--- src/rtl/facial_detection_core.sv ---
// Streaming two-rectangle Haar front end: o_feature/o_detect follow a window's bottom-right capture by 2 cycles.
// Pull source via o_pixel_request (no other backpressure); define FACE_DETECT_STATS_EN to add o_detect_count.
module facial_detection_core #(
  parameter int DATA_WIDTH   = 12,
  parameter int FRAME_WIDTH  = 32,
  parameter int FRAME_HEIGHT = 32,
  parameter int WIN          = 4,
  parameter int THRESHOLD    = 256,
  parameter int FRAME_GAP    = 4,
  parameter int FW           = DATA_WIDTH + 2*$clog2(WIN) + 1
) (
  input  logic                            clk_fpga,
  input  logic                            reset_fpga,
  input  logic [DATA_WIDTH-1:0]           pixel,
  output logic                            o_pixel_request,
  output logic                            o_detect,
  output logic [$clog2(FRAME_WIDTH)-1:0]  o_detect_x,
  output logic [$clog2(FRAME_HEIGHT)-1:0] o_detect_y,
  output logic signed [FW-1:0]            o_feature,
  output logic                            o_frame_done
`ifdef FACE_DETECT_STATS_EN
  ,
  output logic [15:0]                     o_detect_count
`endif
);
  localparam int XW   = $clog2(FRAME_WIDTH);
  localparam int YW   = $clog2(FRAME_HEIGHT);
  localparam int HW   = DATA_WIDTH + $clog2(WIN);
  localparam int NPIX = FRAME_WIDTH * FRAME_HEIGHT;
  localparam int PW   = $clog2(NPIX);
  localparam int GW   = (FRAME_GAP > 1) ? $clog2(FRAME_GAP) : 1;

  typedef enum logic [1:0] {IDLE, FETCH, GAP} state_t;

  state_t        state_q, state_d;
  logic [PW-1:0] req_cnt;
  logic [GW-1:0] gap_cnt;
  logic          req_d;
  logic [XW-1:0] x_q;
  logic [YW-1:0] y_q;
  logic          last_x, last_y, last_cap;

  logic [DATA_WIDTH-1:0] sr [WIN-1];
  logic [HW-1:0]         lb [WIN-1][FRAME_WIDTH];
  logic [HW-1:0]         hsum;
  logic [FW-1:0]         bot, top;
  logic signed [FW-1:0]  feat;
  logic                  win_vld, hit;

  logic                  vld_s1, hit_s1;
  logic signed [FW-1:0]  feat_s1;
  logic [XW-1:0]         x_s1;
  logic [YW-1:0]         y_s1;

  always_comb begin
    state_d         = state_q;
    o_pixel_request = 1'b0;
    unique case (state_q)
      IDLE:  state_d = FETCH;
      FETCH: begin
        o_pixel_request = 1'b1;
        if (req_cnt == PW'(NPIX-1)) state_d = GAP;
      end
      GAP:   if (gap_cnt == GW'(FRAME_GAP-1)) state_d = FETCH;
      default: state_d = IDLE;
    endcase
  end

  // Leaving FETCH is decided on the request count, so the last request never triggers an extra capture.
  always_ff @(posedge clk_fpga) begin
    if (reset_fpga) begin
      state_q <= IDLE;
      req_cnt <= '0;
      gap_cnt <= '0;
      req_d   <= 1'b0;
    end else begin
      state_q <= state_d;
      req_d   <= o_pixel_request;
      req_cnt <= (state_q == FETCH && state_d == FETCH) ? req_cnt + PW'(1) : '0;
      gap_cnt <= (state_q == GAP) ? gap_cnt + GW'(1) : '0;
    end
  end

  assign last_x   = (x_q == XW'(FRAME_WIDTH-1));
  assign last_y   = (y_q == YW'(FRAME_HEIGHT-1));
  assign last_cap = req_d && last_x && last_y;

  always_comb begin
    hsum = HW'(pixel);
    if (x_q != '0) begin
      for (int i = 0; i < WIN-1; i++) hsum = hsum + HW'(sr[i]);
    end
    bot = FW'(hsum);
    top = '0;
    // lb[0] holds the previous row; the first WIN/2-1 buffers join the bottom half.
    for (int k = 0; k < WIN-1; k++) begin
      if (k < WIN/2-1) bot = bot + FW'(lb[k][x_q]);
      else             top = top + FW'(lb[k][x_q]);
    end
    feat    = bot - top;
    win_vld = req_d && (x_q >= XW'(WIN-1)) && (y_q >= YW'(WIN-1));
    hit     = (int'(feat) >= THRESHOLD);
  end

  always_ff @(posedge clk_fpga) begin
    if (req_d) begin
      lb[0][x_q] <= hsum;
      for (int k = 1; k < WIN-1; k++) lb[k][x_q] <= lb[k-1][x_q];
      sr[0] <= pixel;
      for (int i = 1; i < WIN-1; i++) sr[i] <= (x_q == '0) ? '0 : sr[i-1];
    end
  end

  always_ff @(posedge clk_fpga) begin
    if (reset_fpga) begin
      x_q          <= '0;
      y_q          <= '0;
      vld_s1       <= 1'b0;
      hit_s1       <= 1'b0;
      feat_s1      <= '0;
      x_s1         <= '0;
      y_s1         <= '0;
      o_detect     <= 1'b0;
      o_detect_x   <= '0;
      o_detect_y   <= '0;
      o_feature    <= '0;
      o_frame_done <= 1'b0;
    end else begin
      if (req_d) begin
        x_q <= last_x ? '0 : x_q + XW'(1);
        if (last_x) y_q <= last_y ? '0 : y_q + YW'(1);
      end
      vld_s1 <= win_vld;
      hit_s1 <= win_vld && hit;
      if (win_vld) begin
        feat_s1 <= feat;
        x_s1    <= x_q;
        y_s1    <= y_q;
      end
      o_detect     <= hit_s1;
      o_frame_done <= last_cap;
      if (vld_s1) begin
        o_feature  <= feat_s1;
        o_detect_x <= x_s1;
        o_detect_y <= y_s1;
      end
    end
  end

`ifdef FACE_DETECT_STATS_EN
  // Counted at capture so the frame's final window is included when the total is latched.
  logic [15:0] det_cnt, det_cnt_inc;

  always_comb begin
    det_cnt_inc = det_cnt;
    if (win_vld && hit && det_cnt != 16'hFFFF) det_cnt_inc = det_cnt + 16'd1;
  end

  always_ff @(posedge clk_fpga) begin
    if (reset_fpga) begin
      det_cnt        <= '0;
      o_detect_count <= '0;
    end else if (last_cap) begin
      o_detect_count <= det_cnt_inc;
      det_cnt        <= '0;
    end else begin
      det_cnt <= det_cnt_inc;
    end
  end
`endif

endmodule

--- config.mk ---
export PLATFORM = sky130hd
export DESIGN_NAME = facial_detection_core
export DESIGN_NICKNAME = d
export VERILOG_FILES = /design/src/rtl/facial_detection_core.sv
export SDC_FILE = /design/constraint.sdc
export NUM_CORES = 2
export LEC_CHECK = 0
export ABC_AREA = 1
export CAP_MARGIN = 10
export CORE_MARGIN = 2
export CORE_UTILIZATION = 49
export CTS_BUF_LIST = sky130_fd_sc_hd__clkbuf_4 sky130_fd_sc_hd__clkbuf_8
export DETAILED_ROUTE_END_ITERATION = 12
export GPL_TIMING_DRIVEN = 0
export HOLD_SLACK_MARGIN = 0.05
export SETUP_SLACK_MARGIN = 0.15
export SKIP_LAST_GASP = 1
export SYNTH_ARGS = -nofsm -noshare
export SYNTH_HDL_FRONTEND = slang
export SYNTH_SLANG_ARGS = --single-unit
--- constraint.sdc ---
create_clock -name clk_fpga -period 8 [get_ports clk_fpga]
set_input_delay 1.2 -clock clk_fpga [delete_from_list [all_inputs] [get_ports clk_fpga]]
set_output_delay 1.2 -clock clk_fpga [all_outputs]
set_load 0.1 [all_outputs]
==> run_results.csv <==
group,metric,value,unit
clock_tree,post_cts_buffers,0,
yosys,synth_enable_flop_cells,1380,
clock_tree,clock_path_buffers,3,
sta,final.setup.tns,0,ns
sta,slew_headroom,0.0935,
placement,dp_hpwl,135,mm
yosys,yosys.area.top_type,"edfxtp_1",
status,status,"completed",
sta,fmax,0.142,GHz
sta,skew,0.0598,ns
global_routing,grt_pass1_wl,282,mm
yosys,synth_top_family_by_area,"compound AO/OA/AOI/OAI gates",
clock_tree,cts_tree,"done",
yosys,synth.distinct_cells,41,
yosys,synth_compound_area_frac,0.107,
sta,fin_crit,7.03,ns
sta,whs,0.421,ns
detailed_routing,drt-initial-drc-count,6506,
power,powerDensity,259,nW/um^2
global_routing,first_global_vias,38815,
placement,placed_cell_area,64300,sq um
sta,setup_viol,0,
yosys,yosysSeqAreaShare,0.724,
global_routing,track_usage,0.320,
worst_setup_path,crit_fanout,33,
yosys,syn_inst,4833,
yosys,synth.mux.area_fraction,0,
sta,finalHoldViolations,0,
power,ir_drop,191,uV
clock_tree,clk_latency,0.99,ns
placement,place_congestion,0.934,
clock_tree,htree_levels,4,
clock_tree,cts_hold_buf,0,
power,power_leakage,0.0242,uW
worst_setup_path,worstPathRequired,8.89,ns
worst_setup_path,worst_path_largest_cell_delay,0.67,ns
yosys,synth_nets,4937,
sta,tightest_slew,1.36,ns
yosys,yosys_most_used_dff,"edfxtp_1",
placement,portBuffers,43,
detailed_routing,drtPass1Iterations,6,
detailed_routing,via_per_inst,5.98,
sta,slew_violations,0,
detailed_routing,via_count,41863,
yosys,async_reset_ff_frac,0,
yosys,avgSynthCellArea,12.3,sq um
detailed_routing,drt_wl_total,201,mm
floorplan,dieArea,124000,sq um
final_layout,design_area,68900,sq um
yosys,synth-seq-cells,1461,
floorplan,io_pins,44,
worst_setup_path,cp-end-kind,"flop",
global_routing,grt_overflow_total,0,
detailed_routing,wl_per_cell,28.8,um
yosys,synth_xor_area_frac,0.00191,
detailed_routing,drc,0,
floorplan,dieHeight,352,um
yosys,synthTopCellsByArea,"edfxtp_1 70%, o21ai_0 6.2%, nor2_1 5.9%",
floorplan,coreArea,120000,sq um
job,cap_violations,0,
clock_tree,cts_root_buf,"clkbuf_8",
yosys,synthSimpleGateAreaFrac,0.103,
worst_setup_path,criticalPathCategory,"in -> reg",
clock_tree,clock_sinks,1461,
final_layout,area_growth_syn_to_layout,15.8,%
final_layout,nNetsFinal,5311,
floorplan,start_util,0.495,
yosys,syn_area,59500,sq um
yosys,yosys_warnings,0,
sta,post-route-period-util,0.879,
yosys,yosys.area_share.adder,0.0255,
final_layout,drive_gt1_frac,0.122,
clock_tree,clkTransAtPathRegs,0.06,ns
worst_hold_path,min_path_type,"reg -> reg",
global_routing,antenna_found_initial,8,
clock_tree,ctsResizeCount,0,
worst_setup_path,crit_arrival,7.93,ns
clock_tree,cts-buffers-inserted,229,
detailed_routing,ant_nets,0,
floorplan,rows,127,
sta,rsz0062_at_grt,"no",
yosys,netlist.area_leader.share,0.697,
global_routing,grt_max_degree,38,
floorplan,die_width,352,um
final_layout,finish.utilization,0.574,
worst_setup_path,cp-start-kind,"primary input",
worst_setup_path,slowest_stage,"nand2_2",
[cell families after synthesis]
logic type                 Yosys count
DFF                               1461
AOI/OAI and AO/OA                 1168
buffers and inverters              527
and+or+nand+nor                   1574
adders and majority gates           90
xor gates and xnor gates            13
[cell usage after synthesis (4+ instances only)]
master and count:
dfxtp_1 81, xor2_1 6, nor3_1 9, xnor2_1 7, o22ai_1 282, nand4_1 34, a21oi_1 42, ha_1 38
nor3b_1 4, fa_1 52, buf_6 27, o21ai_1 55, edfxtp_1 1380, a22o_1 37, buf_1 5, inv_1 233
inv_2 11, buf_2 82, clkbuf_1 161, nand3_1 38, nor2_1 941, o21ai_0 738, buf_4 6, nand2_1 538
[registers in the layout, indices dropped and copies added, names as in the netlist, 2 cells and up]
signal      cells
x_s1            5
y_q             5
o_feature      16
x_q             5
feat_s1        16
req_cnt        10
gap_cnt         2
sr             36
lb           1344
y_s1            5
state_q         2
o_detect_y      5
o_detect_x      5
[where the power goes]
part	leakage, uW	internal, uW	switching (uW)
Clock	0.00240	3280	2950
Combinational	0.00873	865	2060
Sequential	0.0131	8680	11.5
Total	0.0242	12800	5020
[metal layers]
metal / global-route usage / routed length [um] / up-vias
met2: 0.471 / 87400 / 2831
met3: 0.0807 / 25900 / 504
met5: 0 / 63 / -
met4: 0.157 / 10800 / 10
met1: 0.446 / 77300 / 20477
li1: - / - / 18041
[layout by cell type (no fill, tap or decap), drive strengths merged, types with 2 or more instances in the layout]
master | Yosys | final
a211oi | 4 | 4
a21o | 2 | 2
a21oi | 42 | 42
a22o | 37 | 37
and2 | 3 | 3
and3 | 2 | 2
buf | 120 | 220
clkbuf | 161 | 500
clkdlybuf4s50 | 0 | 43
clkinv | 1 | 60
clkinvlp | 0 | 5
dfxtp | 81 | 81
diode | 0 | 3
edfxtp | 1380 | 1380
fa | 52 | 52
ha | 38 | 38
inv | 245 | 254
nand2 | 538 | 538
nand3 | 38 | 38
nand4 | 34 | 34
nor2 | 942 | 942
nor3 | 9 | 9
nor3b | 4 | 4
o211ai | 3 | 3
o21ai | 793 | 793
o22ai | 282 | 282
or2 | 3 | 3
xnor2 | 7 | 7
xor2 | 6 | 6
[critical path: cells and delay by family]
family / cells / cell delay [ns]
AOI/OAI and AO/OA: 2 / 0.49
xor gates and xnor gates: 1 / 0.17
adders and majority gates: 7 / 3.14
buffers and inverters: 6 / 0.94
and+or+nand+nor: 11 / 1.96
[per-stage QoR]
stage	power, uW	setup slack (ns)	std cells
3_5_place_dp	11700	0.0200	6585
3_3_place_gp	11500	-2.39	6488
4_1_cts	17800	1.03	6998
2_1_floorplan	10500	1.41	4833
6_report	17900	0.969	7004
5_1_grt	18500	0.552	7002
[final cells by class]
type / instances / area (sq um)
Buffer: 281 / 1380
Clock inverter: 74 / 412
Antenna cell: 3 / 7.51
Fill cell: 9882 / 51200
Tap cell: 1612 / 2020
Timing Repair Buffer: 143 / 2560
Inverter: 246 / 926
Sequential cell: 1461 / 43100
Multi-Input combinational cell: 2845 / 14500
Clock buffer: 339 / 4080
[final timing paths]
kind / startpoint / end / slack [ns] / cells past startpoint
setup / recovery: pixel[1] / hit_s1 / 0.97 / 27
hold / removal: hit_s1 / o_detect / 0.42 / 2
setup reg to reg: x_q[1] / hit_s1 / 0.97 / 22
hold reg to reg: hit_s1 / o_detect / 0.42 / 2
Note: power is estimated with default switching activity, not from simulation.
